File: src/rtl/sfifo_pkg.sv
// Shared definitions for the synchronous FIFO family.
//   RD_BUF_DEPTH   depth of the read-side output buffer
//   rd_lvl_t       occupancy type for that buffer (0..RD_BUF_DEPTH)
//   rd_credit_ok   true when one more read may be issued without overflowing
//                  the output buffer at the time its data returns
package sfifo_pkg;

  localparam int RD_BUF_DEPTH = 2;

  typedef logic [1:0] rd_lvl_t;

  // A new read is safe when the entries already committed (buffered plus the
  // one still returning from the FIFO), less the one leaving this cycle, leave
  // room for it.
  function automatic logic rd_credit_ok(input rd_lvl_t level,
                                        input logic    inflight,
                                        input logic    pop);
    logic [2:0] occ;
    logic [2:0] room;
    occ  = {1'b0, level} + {2'b00, inflight};
    room = 3'(RD_BUF_DEPTH) + {2'b00, pop};
    return occ < room;
  endfunction

endpackage

File: src/rtl/sfifo_rd_buf.sv
// Two-entry register buffer feeding the read stream.
// Entry 0 is always the head, so the output data is a plain register and holds
// steady while the consumer stalls.
//   clk, rst_n    clock, async active-low reset
//   clear         drop all entries (wins over push/pop)
//   push, push_data  append one entry at the tail
//   pop           remove the head (caller only pops when level != 0)
//   head_data     current head entry
//   level         entries held, 0..2
module sfifo_rd_buf
  import sfifo_pkg::*;
#(
  parameter int WIDTH = 8
) (
  input  logic             clk,
  input  logic             rst_n,
  input  logic             clear,
  input  logic             push,
  input  logic [WIDTH-1:0] push_data,
  input  logic             pop,
  output logic [WIDTH-1:0] head_data,
  output logic [1:0]       level
);

  logic [WIDTH-1:0] ent0_q, ent0_d;
  logic [WIDTH-1:0] ent1_q, ent1_d;
  rd_lvl_t          level_q, level_d;

  always_comb begin
    ent0_d  = ent0_q;
    ent1_d  = ent1_q;
    level_d = level_q;
    if (clear) begin
      level_d = '0;
    end else begin
      unique case ({push, pop})
        2'b10: begin
          if (level_q == 2'd0) ent0_d = push_data;
          else                 ent1_d = push_data;
          if (level_q != 2'(RD_BUF_DEPTH)) level_d = level_q + 2'd1;
        end
        2'b01: begin
          ent0_d  = ent1_q;
          level_d = level_q - 2'd1;
        end
        2'b11: begin
          // Level unchanged; the head advances and the new word lands behind it.
          if (level_q == 2'(RD_BUF_DEPTH)) begin
            ent0_d = ent1_q;
            ent1_d = push_data;
          end else begin
            ent0_d = push_data;
          end
        end
        default: ;
      endcase
    end
  end

  always_ff @(posedge clk or negedge rst_n) begin
    if (!rst_n) begin
      ent0_q  <= '0;
      ent1_q  <= '0;
      level_q <= '0;
    end else begin
      ent0_q  <= ent0_d;
      ent1_q  <= ent1_d;
      level_q <= level_d;
    end
  end

  assign head_data = ent0_q;
  assign level     = level_q;

  // The read credit rule makes this unreachable.
  a_no_overflow : assert property (@(posedge clk) disable iff (!rst_n)
    !(push && !pop && !clear && level_q == 2'(RD_BUF_DEPTH)));

endmodule

File: src/rtl/sfifo_stream_reader.sv
// Read-side adapter for the synchronous FIFO: pops the FIFO and re-presents
// the words as a valid/ready stream at up to one beat per cycle, hiding the
// FIFO's one-cycle read latency behind a two-entry buffer.
//   clk, rst_n     clock, async active-low reset (shared with the FIFO)
//   fifo_rempty    FIFO empty flag
//   fifo_rinc      FIFO pop request (combinational, depends on m_ready)
//   fifo_rdata     FIFO read data, valid the cycle after fifo_rinc
//   m_valid/m_ready/m_data  output stream
//   flush          discard buffered and in-flight data this cycle
//   buf_level      output buffer occupancy
//   beat_cnt       wrapping count of accepted beats
module sfifo_stream_reader
  import sfifo_pkg::*;
#(
  parameter int WIDTH = 8,
  parameter int CNT_W = 16
) (
  input  logic             clk,
  input  logic             rst_n,
  input  logic             fifo_rempty,
  output logic             fifo_rinc,
  input  logic [WIDTH-1:0] fifo_rdata,
  output logic             m_valid,
  input  logic             m_ready,
  output logic [WIDTH-1:0] m_data,
  input  logic             flush,
  output logic [1:0]       buf_level,
  output logic [CNT_W-1:0] beat_cnt
);

  logic             armed_q, armed_d;
  logic             inflight_q, inflight_d;
  logic [CNT_W-1:0] beat_cnt_q, beat_cnt_d;

  logic pop;
  logic pop_eff;
  logic capture;

  assign pop     = m_valid & m_ready;
  assign pop_eff = pop & ~flush;
  // A word returning during a flush belongs to the discarded stream.
  assign capture = inflight_q & ~flush;

  // armed keeps the first post-reset cycle pop-free, so the FIFO leaving
  // reset on the same edge never sees a request it was not ready for.
  assign fifo_rinc = armed_q & ~fifo_rempty & ~flush &
                     rd_credit_ok(buf_level, inflight_q, pop);

  always_comb begin
    armed_d    = 1'b1;
    inflight_d = fifo_rinc & ~flush;
    beat_cnt_d = beat_cnt_q;
    if (pop_eff) beat_cnt_d = beat_cnt_q + 1'b1;
  end

  always_ff @(posedge clk or negedge rst_n) begin
    if (!rst_n) begin
      armed_q    <= 1'b0;
      inflight_q <= 1'b0;
      beat_cnt_q <= '0;
    end else begin
      armed_q    <= armed_d;
      inflight_q <= inflight_d;
      beat_cnt_q <= beat_cnt_d;
    end
  end

  sfifo_rd_buf #(.WIDTH(WIDTH)) u_buf (
    .clk       (clk),
    .rst_n     (rst_n),
    .clear     (flush),
    .push      (capture),
    .push_data (fifo_rdata),
    .pop       (pop_eff),
    .head_data (m_data),
    .level     (buf_level)
  );

  assign m_valid  = (buf_level != 2'd0);
  assign beat_cnt = beat_cnt_q;

endmodule

File: config.mk
export PLATFORM = sky130hd
export DESIGN_NAME = sfifo_stream_reader
export DESIGN_NICKNAME = d
export VERILOG_FILES = /design/src/rtl/sfifo_pkg.sv /design/src/rtl/sfifo_rd_buf.sv /design/src/rtl/sfifo_stream_reader.sv
export SDC_FILE = /design/constraint.sdc
export NUM_CORES = 1
export LEC_CHECK = 0
export CAP_MARGIN = 20
export CORE_MARGIN = 1.5
export CORE_UTILIZATION = 25
export DETAILED_ROUTE_END_ITERATION = 10
export GPL_TIMING_DRIVEN = 0
export HOLD_SLACK_MARGIN = 0.1
export SLEW_MARGIN = 20
export SYNTH_ARGS = -nofsm -noshare
export SYNTH_HDL_FRONTEND = slang
export SYNTH_SLANG_ARGS = --single-unit
File: constraint.sdc
create_clock -name clk -period 3.9 [get_ports clk]
set_input_delay 0.39 -clock clk [delete_from_list [all_inputs] [get_ports clk]]
set_output_delay 0.39 -clock clk [all_outputs]
set_load 0.02 [all_outputs]
Yosys cells after proc, flatten, opt, wreduce, memory -nomap -nowiden. Cells that the tools add are included.

Register bits: 36. Bits in latches: 0. RAM bits: 0. Memory bits (read-only): 0. Output and inout bits: 28. Memories: 0.

Add/sub/neg operators: 5. Multipliers: 0. Divide/modulo/power cells: 0. Order comparisons: 1. Eq/ne operators: 9. Shift-type cells: 0. Multiplexer cells: 9. Bitwise operators: 9. Reduce and logical (&&, ||, !) cells: 8.

Operator list (number): $mux 8 (4); $pmux 8 s3 (1); $add 16x1->16 const B (1); $pmux 8 s2 (1); $and 1x1->1 (7); $eq 2x2->1 const B (3); $reduce_bool 3->1 (2); $mux 2 (2); $ne 2x1->1 const B (2); $ne 2x2->1 const B (2); $pmux 2 s2 (1); $reduce_and 4->1 (1); $reduce_bool 2->1 (2); $add 2x1->3 (1); $add 2x1->3 const A (1); $lt 3x3->1 (1); $ne 3x2->1 const B (1); $reduce_and 3->1 (1); $add 2x1->2 const B (1); $eq 2x1->1 const B (1); $logic_not 2->1 (1); $not 1->1 (2); $reduce_and 2->1 (1); $sub 2x1->2 const B (1).

Longest topological paths before layout. Gate-level depths: netlist (run 1).

Word-level depth: 6. Mapped depth: 6. Gate-level depth less buffers: 4.

Hierarchy. From an unflattened synthesis (run 1), not the netlist that was laid out.

Cells, all modules: 135. Area total of the unflattened synthesis: 1667.8 sq um.

By module, submodules not included: sfifo_stream_reader (instances 1, cells each 68, area each 845.8 sq um, sequential area each 450.4 sq um); sfifo_rd_buf (instances 1, cells each 67, area each 822.0 sq um, sequential area each 450.4 sq um).

Least setup slack after synthesis (run 1). OpenSTA, ideal clock, no wires.

Path kind: reg2out. From: register u_buf.level_q[0] (netlist: u_buf.level[0]). To: output port fifo_rinc. Arrival: 1.813 ns. Required time: 3.510 ns. Path slack: 1.697 ns. Cell stages (with the launch flop): 5. Path through: dfrtp_1 > ha_1 > ha_1 > or4b_2 > a21oi_1.

Longest elaborated chain between the ends: 5. Elaborated cells on any way between the ends: 6. Those cells by class: add/sub (2); order compare (1); bitwise (2); reduce/logical (1).

Ends and longest elaborated chain: start: declaration (line sfifo_rd_buf.sv:27) `rd_lvl_t level_q, level_d;`; start signal: assignment (line sfifo_rd_buf.sv:68) `level_q <= level_d;`; $reduce_bool 2->1 (line sfifo_stream_reader.sv:79) `assign m_valid = (buf_level != 2'd0);`; $and 1x1->1 (line sfifo_stream_reader.sv:39) `assign pop = m_valid & m_ready;`; $add 2x1->3 (line sfifo_pkg.sv:21) `room = 3'(RD_BUF_DEPTH) + {2'b00, pop};`; $lt 3x3->1 * (line sfifo_pkg.sv:22) `return occ < room;`; $and 1x1->1 * (line sfifo_stream_reader.sv:46) `assign fifo_rinc = armed_q & ~fifo_rempty & ~flush &`; end: declaration (line sfifo_stream_reader.sv:21) `output logic fifo_rinc,`.

Every way passes the cells marked *; elsewhere a longest branch is shown, timed or not.

Worst setup path after layout (run 1).
From: register inflight_q. To: output port fifo_rinc.

Longest elaborated chain between the ends: 3.

Ends and longest elaborated chain: start: declaration (line sfifo_stream_reader.sv:32) `logic inflight_q, inflight_d;`; start signal: assignment (line sfifo_stream_reader.sv:63) `inflight_q <= inflight_d;`; $add 2x1->3 (line sfifo_pkg.sv:20) `occ = {1'b0, level} + {2'b00, inflight};`; $lt 3x3->1 (line sfifo_pkg.sv:22); $and 1x1->1 (line sfifo_stream_reader.sv:46).

Every way passes these cells.

==> impl_metrics.py, run 1 <==
metrics = {
    "critical_path": {
        "start_kind": "register",
        "r2r_end": "u_buf.head_data[7]$_DFFE_PN0P_",
        "cp-end-kind": "output port",
        "critical_path.max_fanout": 6,
        "path_delay_family": "simple AND/OR/NAND/NOR gates",
        "path_cells": "ha_1, ha_1, or4b_2, a21oi_1, clkdlybuf4s50_1",
        "crit_required_ns": 3.51,
        "critPathSlowestCell": "or4b_2",
        "crit_type": "reg2out",
        "worstReg2RegStart": "u_buf.level[0]$_DFFE_PN0P_",
        "worst_r2r_path_depth": 6,
        "cp_num_buf_inv": 1,
        "rrSetupSlack_ns": 1.75,
        "slowest_delay_ns": 0.62,
        "crit_top_cell": "ha_1",
        "arrival_ns": 2.46,
    },
    "global_route": {
        "track_usage": 0.0968,
        "grt_pass1_vias": 1177,
        "grt_pass1_wl_microns": 5590,
        "grt_start_max_net_pins": 24,
        "antenna_found_initial": 0,
        "grt_overflow": 0,
    },
    "clock_network": {
        "cts_tree": "built",
        "clk_pin_slew_ns": 0.07,
        "clock_sinks": 36,
        "ctsResizeCount": 0,
        "cts_max_level": 2,
        "clk-insertion-delay-late_ns": 0.28,
        "cts_max_path_buffers": 2,
        "cts_root_buf": "clkbuf_8",
        "numCtsBuffers": 5,
    },
    "logic_synthesis": {
        "async_reset_ff_frac": 1.00,
        "synthTopCellsByArea": "dfrtp_1 54%, mux2_2 6.1%, mux2i_1 6.0%, xnor2_1 4.8%, xor2_1 3.7%",
        "netlist_area_sq_um": 1660,
        "synth_cells": 144,
        "synth_compound_area_frac": 0.0558,
        "ys_ff_latch": 36,
        "synth_commonest_cells": "36 x dfrtp_1, 13 x nor2_1, 12 x a21oi_1",
        "synth-seq-area-share": 0.543,
        "synth_edf_count": 0,
        "synth_top_area_share": 0.543,
        "synthXorXnorAreaFrac": 0.0845,
        "yosysWarningCount": 0,
        "ys_types": 29,
        "synthMuxAreaShare": 0.122,
        "synth_most_common_cell": "dfrtp_1",
        "synth_area_leader_cell": "dfrtp_1",
        "synth_nets": 160,
        "synthAdderAreaFrac": 0.0226,
        "synthSimpleGateAreaFrac": 0.149,
        "synth_ff_type": "dfrtp_1",
        "synth_area_per_cell_sq_um": 11.5,
        "synth_top_family_by_area": "simple AND/OR/NAND/NOR gates",
    },
    "floorplan": {
        "rows": 29,
        "ios": 41,
        "die_h_microns": 84.4,
        "die_w_microns": 84.4,
        "core_area_sq_um": 6390,
        "start_util": 0.260,
        "die_area_sq_um": 7130,
    },
    "sta": {
        "grt_setup_unrepaired": "no",
        "skew_ns": 0.00783,
        "slew_headroom": 0.578,
        "slew_violations": 0,
        "worst_pin_slew_ns": 0.633,
        "finalCritPeriodShare": 0.730,
        "fin_crit_ns": 2.85,
        "finalSetupTns_ns": 0,
        "hold_viol": 0,
        "setup_viol": 0,
        "fmax_mhz": 351,
    },
    "power": {
        "p_leak_nw": 1.02,
        "ir_drop_mv": 0.257,
        "p_per_area_nw_per_um2": 434,
    },
    "final_layout": {
        "antenna-diode-count": 0,
        "syn2layout_area_growth_pct": 36.9,
        "drive_above_1_share": 0.124,
        "final_util": 0.355,
        "nets": 209,
        "fillers": 647,
    },
    "min_path": {
        "hold_class": "reg2reg",
        "min_path_cells": 1,
        "holdPathEnd": "beat_cnt[15]$_DFFE_PN0P_",
        "worst_hold_startpoint": "beat_cnt[15]$_DFFE_PN0P_",
    },
    "outcome": {
        "status": "completed",
    },
    "detailed_routing": {
        "post-route-drc-count": 0,
        "viasPerCell": 4.51,
        "wire_per_inst_microns": 12.2,
        "initialDrtViolationCount": 24,
        "vias": 1221,
        "ant_nets": 0,
        "first_pass_iters": 4,
        "routed_wirelength_microns": 3310,
    },
    "place": {
        "dp_hpwl_microns": 2390,
        "place_congestion": 0.720,
        "port_buffers": 40,
    },
    "flow_run": {
        "max-cap-violations": 0,
    },
}
## layout by cell type, fill, tap and decap left out, types with 2 or more instances in the layout
master	instances
clkdlybuf4s50_1	39
nand3_1	5
clkbuf_1	4
nand2_1	6
inv_1	3
xor2_1	7
nor3_1	5
buf_2	4
a21oi_1	12
mux2i_1	10
mux2_2	9
dfrtp_1	36
ha_1	3
nor2_1	13
xnor2_1	9
nand4_1	6
clkbuf_8	6
nand2b_1	2
## how the worst max path moves through the flow
stage,slack (ns),endpoint,from,cells past startpoint
floorplan,1.70,fifo_rinc,u_buf.level[0]$_DFFE_PN0P_,4
global placement,1.13,fifo_rinc,flush,4
detailed placement,1.13,fifo_rinc,flush,4
CTS,1.03,fifo_rinc,inflight_q$_DFF_PN0_,5
global route,0.94,fifo_rinc,inflight_q$_DFF_PN0_,5
finish,1.05,fifo_rinc,inflight_q$_DFF_PN0_,5
## where the power goes
part	internal [W]	switching, W
Sequential	0.000428	0.0000486
Clock	0.000144	0.000129
Combinational	0.000123	0.000112
Total	0.000695	0.000290
## layer usage
layer	global-route usage	vias to the layer above	routed length, microns
li1	-	602	-
met3	0.0344	2	197
met2	0.151	33	1500
met5	0	-	0
met1	0.130	584	1600
met4	0.0220	0	13
## per-stage QoR
stage	instances	power, W	worst slack [ns]	cell area (sq um)	hold slack [ns]
5_1_grt	271	0.00104	0.938	2270	0.522
3_3_place_gp	261	0.000716	1.13	2150	0.465
2_1_floorplan	144	0.000594	1.70	1660	0.0944
4_1_cts	271	0.00100	1.03	2270	0.484
3_5_place_dp	262	0.000720	1.13	2170	0.322
6_report	271	0.000985	1.05	2270	0.484
## registers in the layout, indices dropped and copies added (netlist names)
name / cells
inflight_q: 1
u_buf.head_data: 8
beat_cnt: 16
u_buf.ent1_q: 8
u_buf.level: 2
armed_q: 1
## cell type report
type | instances | area [sq um] | area share
buffer | 5 | 22.5 | 0.00992
clock buffer | 8 | 90.1 | 0.0397
inverter | 3 | 11.3 | 0.00496
multi-input combinational | 100 | 723 | 0.319
sequential | 36 | 901 | 0.397
tap | 77 | 96.3 | 0.0424
timing repair buffer | 42 | 425 | 0.187
## kinds of logic after synthesis
family / after synthesis
other cells: 1
compound gates: 16
mux: 19
xor+xnor: 16
fa+ha+maj: 3
simple gates: 45
buf+inv: 8
flops: 36
## what timing repair did
item | 4_1_cts | 5_1_grt
hold buffers | 1 | 0
setup buffers | 0 | 0
hold endpoints to repair | 13 | 0
Note: power is estimated with default switching activity, not from simulation.
==> run 2, diff against run 1 <==
==> constraint.sdc (replaced) <==
create_clock -name clk -period 2.65 [get_ports clk]
set_input_delay 0.265 -clock clk [delete_from_list [all_inputs] [get_ports clk]]
set_output_delay 0.265 -clock clk [all_outputs]
set_load 0.02 [all_outputs]
==> impl_metrics.py, run 2 (synthesis results as in run 1) <==
metrics = {
    "outcome": {
        "status": "completed",
    },
    "detailed_routing": {
        "ant_nets": 0,
        "wire_per_inst_microns": 12.2,
        "routed_wirelength_microns": 3310,
        "first_pass_iters": 4,
        "post-route-drc-count": 0,
        "viasPerCell": 4.51,
        "initialDrtViolationCount": 24,
        "vias": 1221,
    },
    "sta": {
        "finalSetupTns_ns": 0,
        "grt_setup_unrepaired": "no",
        "slew_violations": 0,
        "fmax_mhz": 409,
        "setup_viol": 0,
        "finalCritPeriodShare": 0.922,
        "skew_ns": 0.00783,
        "fin_crit_ns": 2.44,
        "hold_viol": 0,
        "setup_slack_ns": 0.207,
        "worst_pin_slew_ns": 0.633,
        "slew_headroom": 0.578,
    },
    "place": {
        "dp_hpwl_microns": 2390,
        "place_ws_ns": 0.133,
        "place_congestion": 0.720,
        "port_buffers": 40,
    },
    "power": {
        "p_per_area_nw_per_um2": 639,
        "p_seq_frac": 0.484,
        "intPower_w": 0.00102,
        "comb_power_share": 0.238,
        "power.share.clock": 0.278,
        "p_sw_w": 0.000427,
        "ir_drop_mv": 0.379,
        "p_leak_nw": 1.02,
        "switching_share": 0.295,
    },
    "global_route": {
        "grt_overflow": 0,
        "grt_pass1_wl_microns": 5600,
        "grt_start_max_net_pins": 24,
        "grt_pass1_vias": 1183,
        "track_usage": 0.0970,
        "antenna_found_initial": 0,
    },
    "final_layout": {
        "largest_register_ffs": 16,
        "layout_common_cells": "38 x clkdlybuf4s50_1, 36 x dfrtp_1, 13 x nor2_1",
        "fillers": 648,
        "nets": 209,
        "final_common_cell": "clkdlybuf4s50_1",
        "antenna-diode-count": 0,
        "syn2layout_area_growth_pct": 36.8,
        "drive_above_1_share": 0.124,
        "multi_input_area_sq_um": 723,
        "regArea_sq_um": 901,
    },
    "clock_network": {
        "cts_setup_buffers": 0,
        "cts_tree": "built",
        "clock_sinks": 36,
        "clk-insertion-delay-late_ns": 0.28,
        "clk_pin_slew_ns": 0.07,
        "numCtsBuffers": 5,
        "cts_max_level": 2,
        "cts_root_buf": "clkbuf_8",
        "cts_max_path_buffers": 2,
    },
    "critical_path": {
        "start_kind": "register",
        "rrSetupSlack_ns": 0.50,
        "path_cells": "ha_1, ha_1, or4b_2, a21oi_1, dlygate4sd2_1",
        "critPathSlowestCell": "or4b_2",
        "crit_type": "reg2out",
        "worst_r2r_path_depth": 6,
        "cp-end-kind": "output port",
        "slowest_delay_ns": 0.62,
        "critical_path.max_fanout": 6,
        "arrival_ns": 2.18,
        "crit_required_ns": 2.38,
        "crit_top_cell": "ha_1",
    },
    "floorplan": {
        "die_area_sq_um": 7130,
        "rows": 29,
        "start_util": 0.260,
        "core_area_sq_um": 6390,
        "die_h_microns": 84.4,
        "ios": 41,
        "die_w_microns": 84.4,
    },
    "min_path": {
        "hold_class": "in2async",
    },
    "flow_run": {
        "max-cap-violations": 0,
    },
}
run 2: what timing repair did:
| item | 4_1_cts | 5_1_grt |
|---|---|---|
| gates resized for setup | 1 | 0 |
| endpoints found under the hold margin | 13 | 0 |
| hold buffers | 1 | 0 |
| endpoints found under the setup margin | 1 | 0 |
run 2: critical path: cells and delay by family, from the launching register on:
kind,cells,cell delay [ns]
AO/OA/AOI/OAI,1,0.13
flip-flops,1,0.43
AND/OR/NAND/NOR,1,0.62
adder cells (fa/ha/maj),2,0.38
buffers and inverters,1,0.34
run 2: path summary, 6_finish.rpt:
path / from / end
worst max-delay path: inflight_q$_DFF_PN0_ / fifo_rinc
worst min-delay path: rst_n / beat_cnt[3]$_DFFE_PN0P_
worst max register to register: u_buf.level[0]$_DFFE_PN0P_ / u_buf.head_data[7]$_DFFE_PN0P_
worst min register to register: beat_cnt[15]$_DFFE_PN0P_ / beat_cnt[15]$_DFFE_PN0P_
max in group asynchronous: rst_n / inflight_q$_DFF_PN0_
min in group clk: beat_cnt[15]$_DFFE_PN0P_ / beat_cnt[15]$_DFFE_PN0P_
run 2: metal layers:
layer | share of wire | vias to the layer above | GRT usage
li1 | - | 602 | -
met3 | 0.059 | 2 | 0.0344
met4 | 0.0039 | 0 | 0.0220
met1 | 0.48 | 584 | 0.130
met5 | 0 | - | 0
met2 | 0.45 | 33 | 0.151
run 2: through the flow:
step	power [W]	util	instances	hold WS, ns	instance area (sq um)
finish	0.00145	0.355	271	0.413	2270
global route	0.00153	0.355	271	0.437	2270
CTS	0.00147	0.355	271	0.419	2270
detailed placement	0.00106	0.340	262	0.197	2170
global placement	0.00105	0.337	261	0.465	2150
floorplan	0.000875	-	144	-0.0306	1660
run 2: area by class of cell:
cell class	instances	area share
Clock buffer	8	0.0397
Buffer	5	0.00993
Tap cell	77	0.0425
Multi-Input combinational cell	100	0.319
Sequential cell	36	0.397
Timing Repair Buffer	42	0.187
Inverter	3	0.00496
run 2: power by group through the flow:
stage               clock network, W  registers, W  logic [W]
global route                0.000445      0.000713   0.000370
detailed placement                 0      0.000711   0.000349
floorplan                          0      0.000769   0.000106
CTS                         0.000421      0.000702   0.000351
finish                      0.000403      0.000701   0.000346
global placement                   0      0.000712   0.000342
